## src/rtl/walu_res_fifo.sv

```systemverilog
// rtl/walu_res_fifo.sv - first-word-fall-through result FIFO for walu results
//
// Captures {in_cout, in_data} from the walu through a valid/ready handshake
// and re-presents entries in order at out_*. Also reports occupancy, a
// high-water mark and a sticky upstream protocol-violation flag.
//
// Ports:
//   clk, rst               single clock, synchronous active-high reset
//   in_valid/in_ready      upstream handshake; in_data/in_cout = result word
//   out_valid/out_ready    downstream handshake; out_data/out_cout = head entry
//   count                  current occupancy, 0..DEPTH
//   hwm                    highest occupancy reached since reset
//   proto_err              sticky: a stalled request was dropped or changed

module walu_res_fifo #(
    parameter int DATA_WIDTH = 32,
    parameter int DEPTH      = 4,
    parameter int CNT_W      = $clog2(DEPTH + 1)
) (
    input  logic                  clk,
    input  logic                  rst,
    input  logic                  in_valid,
    output logic                  in_ready,
    input  logic [DATA_WIDTH-1:0] in_data,
    input  logic                  in_cout,
    output logic                  out_valid,
    input  logic                  out_ready,
    output logic [DATA_WIDTH-1:0] out_data,
    output logic                  out_cout,
    output logic [CNT_W-1:0]      count,
    output logic [CNT_W-1:0]      hwm,
    output logic                  proto_err
);

    localparam int PTR_W = $clog2(DEPTH);

    logic [DATA_WIDTH:0]   mem [DEPTH];
    logic [PTR_W-1:0]      wr_ptr;
    logic [PTR_W-1:0]      rd_ptr;
    logic [DATA_WIDTH:0]   head;
    logic                  push;
    logic                  pop;
    logic [CNT_W-1:0]      count_next;

    // Registered copy of last cycle's upstream request for the monitor
    logic                  prev_valid;
    logic                  prev_ready;
    logic [DATA_WIDTH-1:0] prev_data;
    logic                  prev_cout;
    logic                  violation;

    // in_ready looks only at count, so a pop while full frees the slot for
    // the following cycle rather than the current one.
    assign in_ready  = (count != CNT_W'(DEPTH)) && !rst;
    assign out_valid = (count != '0);
    assign push      = in_valid && in_ready;
    assign pop       = out_valid && out_ready;

    assign head     = mem[rd_ptr];
    assign out_data = head[DATA_WIDTH-1:0];
    assign out_cout = head[DATA_WIDTH];

    always_comb begin
        count_next = count;
        if (push && !pop) begin
            count_next = count + CNT_W'(1);
        end else if (!push && pop) begin
            count_next = count - CNT_W'(1);
        end
    end

    // A request stalled last cycle must still be present and unchanged now.
    assign violation = prev_valid && !prev_ready &&
                       (!in_valid || (in_data != prev_data) || (in_cout != prev_cout));

    // Array contents are deliberately not reset; only pointers are.
    always_ff @(posedge clk) begin
        if (push) begin
            mem[wr_ptr] <= {in_cout, in_data};
        end
    end

    always_ff @(posedge clk) begin
        if (rst) begin
            wr_ptr     <= '0;
            rd_ptr     <= '0;
            count      <= '0;
            hwm        <= '0;
            proto_err  <= 1'b0;
            prev_valid <= 1'b0;
            prev_ready <= 1'b0;
            prev_data  <= '0;
            prev_cout  <= 1'b0;
        end else begin
            if (push) begin
                wr_ptr <= wr_ptr + PTR_W'(1);
            end
            if (pop) begin
                rd_ptr <= rd_ptr + PTR_W'(1);
            end
            count <= count_next;
            if (count_next > hwm) begin
                hwm <= count_next;
            end
            if (violation) begin
                proto_err <= 1'b1;
            end
            prev_valid <= in_valid;
            prev_ready <= in_ready;
            prev_data  <= in_data;
            prev_cout  <= in_cout;
        end
    end

endmodule
```

## config.mk

```make
export PLATFORM = sky130hd
export DESIGN_NAME = walu_res_fifo
export DESIGN_NICKNAME = d
export VERILOG_FILES = /design/src/rtl/walu_res_fifo.sv
export SDC_FILE = /design/constraint.sdc
export NUM_CORES = 1
export LEC_CHECK = 0
export ABC_CLOCK_PERIOD_IN_PS = 3600
export CAP_MARGIN = 15
export CORE_ASPECT_RATIO = 0.7
export CORE_MARGIN = 4
export CORE_UTILIZATION = 55
export DETAILED_ROUTE_END_ITERATION = 7
export PLACE_DENSITY = 0.82
export SYNTH_ARGS = -nofsm -noshare
export SYNTH_HDL_FRONTEND = slang
export SYNTH_SLANG_ARGS = --single-unit
```

## constraint.sdc

```tcl
create_clock -name clk -period 3.6 [get_ports clk]
set_clock_uncertainty 0.15 [all_clocks]
set_input_delay 0.54 -clock clk [delete_from_list [all_inputs] [get_ports clk]]
set_output_delay 0.54 -clock clk [all_outputs]
set_load 0.005 [all_outputs]
```

**After elaboration in Yosys (flattened, before gate mapping)**

Memory sizes are Yosys's and may differ from the RTL's. A register that Yosys moved wholly into a read port is not among the register bits.
Cells that the tools add are included.

- Bits in writable memories: 132
- Memories kept: 1
- Bits in registers: 46
- Logic and storage cells: 39

Memories:

| name | words | width | rd ports | clocked after Yosys merged registers in | write ports | line | text |
|---|---|---|---|---|---|---|---|
| mem | 4 | 33 | 1 | 1 | 1 | 37 | `logic [DATA_WIDTH:0] mem [DEPTH];` |

- Magnitude comparators: 1
- Mux-type cells: 6
- Equal/unequal tests: 3
- Reduce and logical (&&, ||, !) cells: 15
- Add/sub/neg operators: 4

Operators with widths:

| cell | count |
|---|---|
| inequality test 32 bit | 1 |
| logical AND 1 bit | 7 |
| 2-to-1 mux 3 bit | 2 |
| logical NOT 1 bit | 5 |
| adder 2 x 1 -> 2 bit (second input constant) | 2 |
| 2-to-1 mux 2 bit | 2 |
| adder 3 x 1 -> 3 bit (second input constant) | 1 |
| greater-than comparator 3 bit | 1 |
| inequality test 3 bit (second input constant) | 1 |
| nonzero test 3 bit | 1 |
| subtractor 3 x 1 -> 3 bit (second input constant) | 1 |
| logical OR 1 bit | 2 |
| 2-to-1 mux 1 bit | 2 |
| inequality test 1 bit | 1 |

**Longest topological paths before layout**

- Word-level depth: 8
- Gate-level depth with buffers: 14

**Least setup slack after synthesis**

Ideal clock, no wire load.

- Path type: register to register
- From: reg count[1]
- To: reg hwm[0]
- Stages on the path, launching flop included: 15
- Slack: 0.629 ns
- Data required time: 3.319 ns
- Library setup time: 0.131 ns
- Data arrival time: 2.691 ns
- Path through: dfxtp_1 inv_1 ha_1 nand2b_2 and2_4 buf_6 maj3_1 mux2i_1 inv_1 ha_1 nor2b_1 o21ai_0 a32oi_1 nand2b_1 a21oi_2

- Elaborated cells between the ends (all ways): 14

RTL lines:

| element | line | text |
|---|---|---|
| start, declared | 30 | `output logic [CNT_W-1:0] count,` |
| start signal, assigned | 101 | `count <= count_next;` |
| nonzero test 3 bit * | 55 | `assign out_valid = (count != '0);` |
| net out_valid | 26 | `output logic out_valid,` |
| logical AND 1 bit * | 57 | `assign pop = out_valid && out_ready;` |
| logical AND 1 bit / logical NOT 1 bit (equally long branches) | 67, 65 |  |
| 2-to-1 mux 3 bit / logical AND 1 bit (equally long branches) | 67, 65 |  |
| 2-to-1 mux 3 bit * | 65 | `if (push && !pop) begin` |
| net count_next[1] | 43 | `logic [CNT_W-1:0] count_next;` |
| greater-than comparator 3 bit * | 102 | `if (count_next > hwm) begin` |
| end signal, assigned | 103 | `hwm <= count_next;` |
| end, declared | 31 | `output logic [CNT_W-1:0] hwm,` |

The timed path passes the listed nets; every way through them passes the cells marked *.
A chain may end at the register's enable or synchronous reset.

**Worst setup path after layout**

- From: reg count[1]
- To: reg hwm[2]

- Word-level cells in the longest chain between the ends: 8
- Elaborated cells between the ends (all ways): 14

Ends and longest elaborated chain:

| element | line | text |
|---|---|---|
| inequality test 3 bit | 54 | `assign in_ready = (count != CNT_W'(DEPTH)) && !rst;` |
| logical AND 1 bit | 54 |  |
| logical AND 1 bit | 56 | `assign push = in_valid && in_ready;` |
| logical NOT 1 bit | 67 | `end else if (!push && pop) begin` |
| logical AND 1 bit | 67 |  |
| 2-to-1 mux 3 bit | 67 |  |
| 2-to-1 mux 3 bit * | 65 |  |
| net count_next[1] | 43 |  |
| greater-than comparator 3 bit * | 102 |  |

Marked as above.

==> flow_summary.json <==
{
  "track_usage_pct": 18.7,
  "num_rows": 33,
  "syn_nets": 423,
  "die_x_um": 141,
  "grt_pass1_wl_mm": 19.8,
  "power_per_cell_area_nw_per_um2": 663,
  "hold_buffers": 0,
  "p_int_mw": 4.10,
  "cts_buffers": 17,
  "cts_setup_buffers": 0,
  "tritoncts": "done",
  "n_antenna_cell": 0,
  "drv_cap": 0,
  "slowest_delay_ns": 0.37,
  "core_area_um2": 11900,
  "path_cells": "inv_1 -> ha_1 -> nand2b_2 -> and2_4 -> maj3_1 -> mux2i_1 -> inv_1 -> ha_1 -> nor2b_1 -> o21ai_0 -> a32oi_1 -> buf_4 -> nor2_1 -> a211oi_1",
  "cp.required_ns": 3.78,
  "cp-endpoint": "hwm[2]",
  "fmax_mhz": 327,
  "place_inst": 610,
  "p_sw_mw": 1.48,
  "clock_sinks": 180,
  "fin_crit_ns": 3.05,
  "synthArstFlopShare_pct": 0,
  "yosysTopAreaCellShare_pct": 58.2,
  "layout.cells.non_filler": 642,
  "yosysWarnings": 0,
  "drc": 0,
  "tightestPinTransition_ns": 0.540,
  "area_growth_pct": 23.6,
  "cp_slowest_cell": "dfxtp_1",
  "cts.path.max_buffers": 2,
  "yosys_most_used_dff": "edfxtp_1",
  "r2r_slack_ns": 0.55,
  "tns_ns": 0,
  "gp_congestion": 0.788,
  "overflow": 0,
  "wirelength_mm": 12.4,
  "num_io_pins": 79,
  "synth_seq_cells": 180,
  "r2r_start": "count[1]",
  "ys_seq_area_share_pct": 72.3,
  "ys_types": 35,
  "avgSynthCellArea_um2": 18.1,
  "cts-root-buf": "clkbuf_16",
  "cts.htree.levels": 4,
  "p_clk_share_pct": 30.9,
  "dp_hpwl_mm": 8.02,
  "vias_per_cell": 5.48,
  "ir_drop_v": 0.000475,
  "port_buffers": 78,
  "grt_pass1_vias": 3642,
  "antenna_found_initial": 0,
  "dr.first_iter.drc_count": 247,
  "rsz0062_at_grt": "false",
  "power.leakage_nw": 2.87,
  "final_hold_viol_count": 0,
  "endpoint_kind": "flip-flop",
  "worstPathArrival_ns": 3.24,
  "vias": 3519,
  "pwr-share-seq_pct": 44.0,
  "ctsResizeCount": 0,
  "rr_worst_depth": 14,
  "yosys.area.top_type": "edfxtp_1",
  "crit_start": "count[1]",
  "rr_endpoint": "hwm[2]",
  "cp_max_fo": 6,
  "finalSetupViolCount": 0,
  "die-area_um2": 14300,
  "initial_core_util_pct": 57.3,
  "wire_per_inst_um": 19.4,
  "clkLatencyLatePin_ns": 0.42,
  "drt_pass1_iterations": 5,
  "synth.area.top_cells": "edfxtp_1 (58%), dfxtp_1 (14%), mux4_2 (11%), nor2b_1 (3.1%), xnor2_1 (2.4%)",
  "slew_violations": 0,
  "swShare_pct": 26.5,
  "worst-setup-path-type": "reg -> reg",
  "start_kind": "flip-flop",
  "syn_inst": 376,
  "syn_area_um2": 6820,
  "hp-class": "in -> reg",
  "synth-edff-count": 132,
  "power_frac_comb_pct": 25.1,
  "drive_gt1_share_pct": 18.4,
  "slew_headroom_pct": 63.6,
  "fin_crit_sh_pct": 84.8,
  "status": "finished, final reports clean",
  "die_h_um": 101,
  "clk_transition_reported_paths_ns": 0.07,
  "grt_max_degree": 49,
  "fin_nets": 519,
  "ant_nets": 0
}
[placed cells by master (no fill, tap or decap), types with 2 or more instances in the layout]
cell type,Yosys,routed
nand2b_1,2,2
clkinv_4,0,2
mux4_2,33,33
buf_12,0,3
nand2_1,3,3
ha_1,10,10
a21oi_1,4,4
clkdlybuf4s50_1,0,77
xnor2_1,19,19
inv_8,0,3
clkinvlp_4,0,2
and2_2,0,3
clkbuf_16,0,17
buf_4,0,10
inv_6,0,7
maj3_1,2,2
inv_1,13,13
a21oi_2,2,2
o22ai_1,2,2
xor2_1,18,18
nand4_1,5,5
edfxtp_1,132,132
o21ai_0,2,2
dfxtp_1,48,47
a211oi_1,3,3
nor2b_1,34,34
nor2_1,9,9
mux2i_1,2,2
nor4_1,5,5
[cell type report]
cell class	instances	area (um2)
Sequential cell	180	4930
Fill cell	744	3470
Multi-Input combinational cell	169	1780
Timing Repair Buffer	91	911
Clock buffer	17	425
Tap cell	157	196
Clock inverter	15	133
Inverter	13	48.8
[flip-flops by register name (all words and copies together), names as in the netlist, named ones only]
register    count
mem           132
proto_err       1
prev_data      32
wr_ptr          2
prev_ready      1
count           3
rd_ptr          2
prev_valid      1
hwm             3
prev_cout       1
[kinds of logic after synthesis]
kind of cell,Yosys count,synth area share (%)
AND/OR/NAND/NOR,68,6.06
XOR/XNOR,38,5.09
flip-flops,180,72.3
adder cells (fa/ha/maj),12,2.13
buffers and inverters,27,1.65
AO/OA/AOI/OAI,15,1.45
multiplexers,36,11.4
[worst max-delay path, delay by kind of cell (launching register included)]
kind	cells	cell delay (ns)
AOI/OAI and AO/OA	3	0.44
adders and majority gates	3	0.92
buffers and inverters	3	0.37
DFF	1	0.37
muxes	1	0.22
and+or+nand+nor	4	0.50
[worst min-delay path by stage]
stage,end,depth (start not counted),from
after floorplan,proto_err,2,prev_valid
after global placement,proto_err,2,prev_valid
after detailed placement,proto_err,2,prev_valid
after CTS,prev_valid,3,rst
after global routing,prev_valid,3,rst
final,prev_valid,3,rst
[synthesized netlist by cell type, drive strengths merged, types with 2 or more instances]
library cell  instances
a211oi                3
a21oi                 6
and2                  5
buf                   5
clkbuf                9
dfxtp                48
edfxtp              132
ha                   10
inv                  13
maj3                  2
mux2i                 2
mux4                 33
nand2                 3
nand2b                4
nand4                 5
nor2                  9
nor2b                34
nor4                  5
o21ai                 2
o22ai                 2
xnor2                19
xor2                 18
[metal layers]
layer,global-route usage [%],vias up,part of all wire [%]
li1,-,1613,-
met1,26.6,1800,46
met2,29.0,102,48
met3,5.71,4,5.7
met4,4.24,0,0.34
met5,0,-,0
[power groups by stage]
stage | clock network [mW] | registers (mW) | logic (mW)
2_1_floorplan | 0 | 2.46 | 0.813
3_3_place_gp | 0 | 2.49 | 1.37
3_5_place_dp | 0 | 2.50 | 1.41
4_1_cts | 1.76 | 2.46 | 1.42
5_1_grt | 1.85 | 2.47 | 1.51
6_report | 1.73 | 2.45 | 1.40
[stage by stage]
| stage | utilization (%) | setup WS, ns | area [um2] | hold slack, ns | total power [mW] |
|---|---|---|---|---|---|
| after global routing | 70.8 | 0.372 | 8420 | 0.358 | 5.84 |
| after CTS | 70.8 | 0.551 | 8420 | 0.328 | 5.64 |
| after global placement | 66.1 | 0.397 | 7860 | 0.349 | 3.87 |
| after detailed placement | 66.1 | 0.284 | 7860 | 0.349 | 3.91 |
| final | 70.8 | 0.546 | 8420 | 0.343 | 5.58 |
| after floorplan | - | 0.629 | 6820 | 0.331 | 3.27 |
Power figures use the tool's default switching activity.
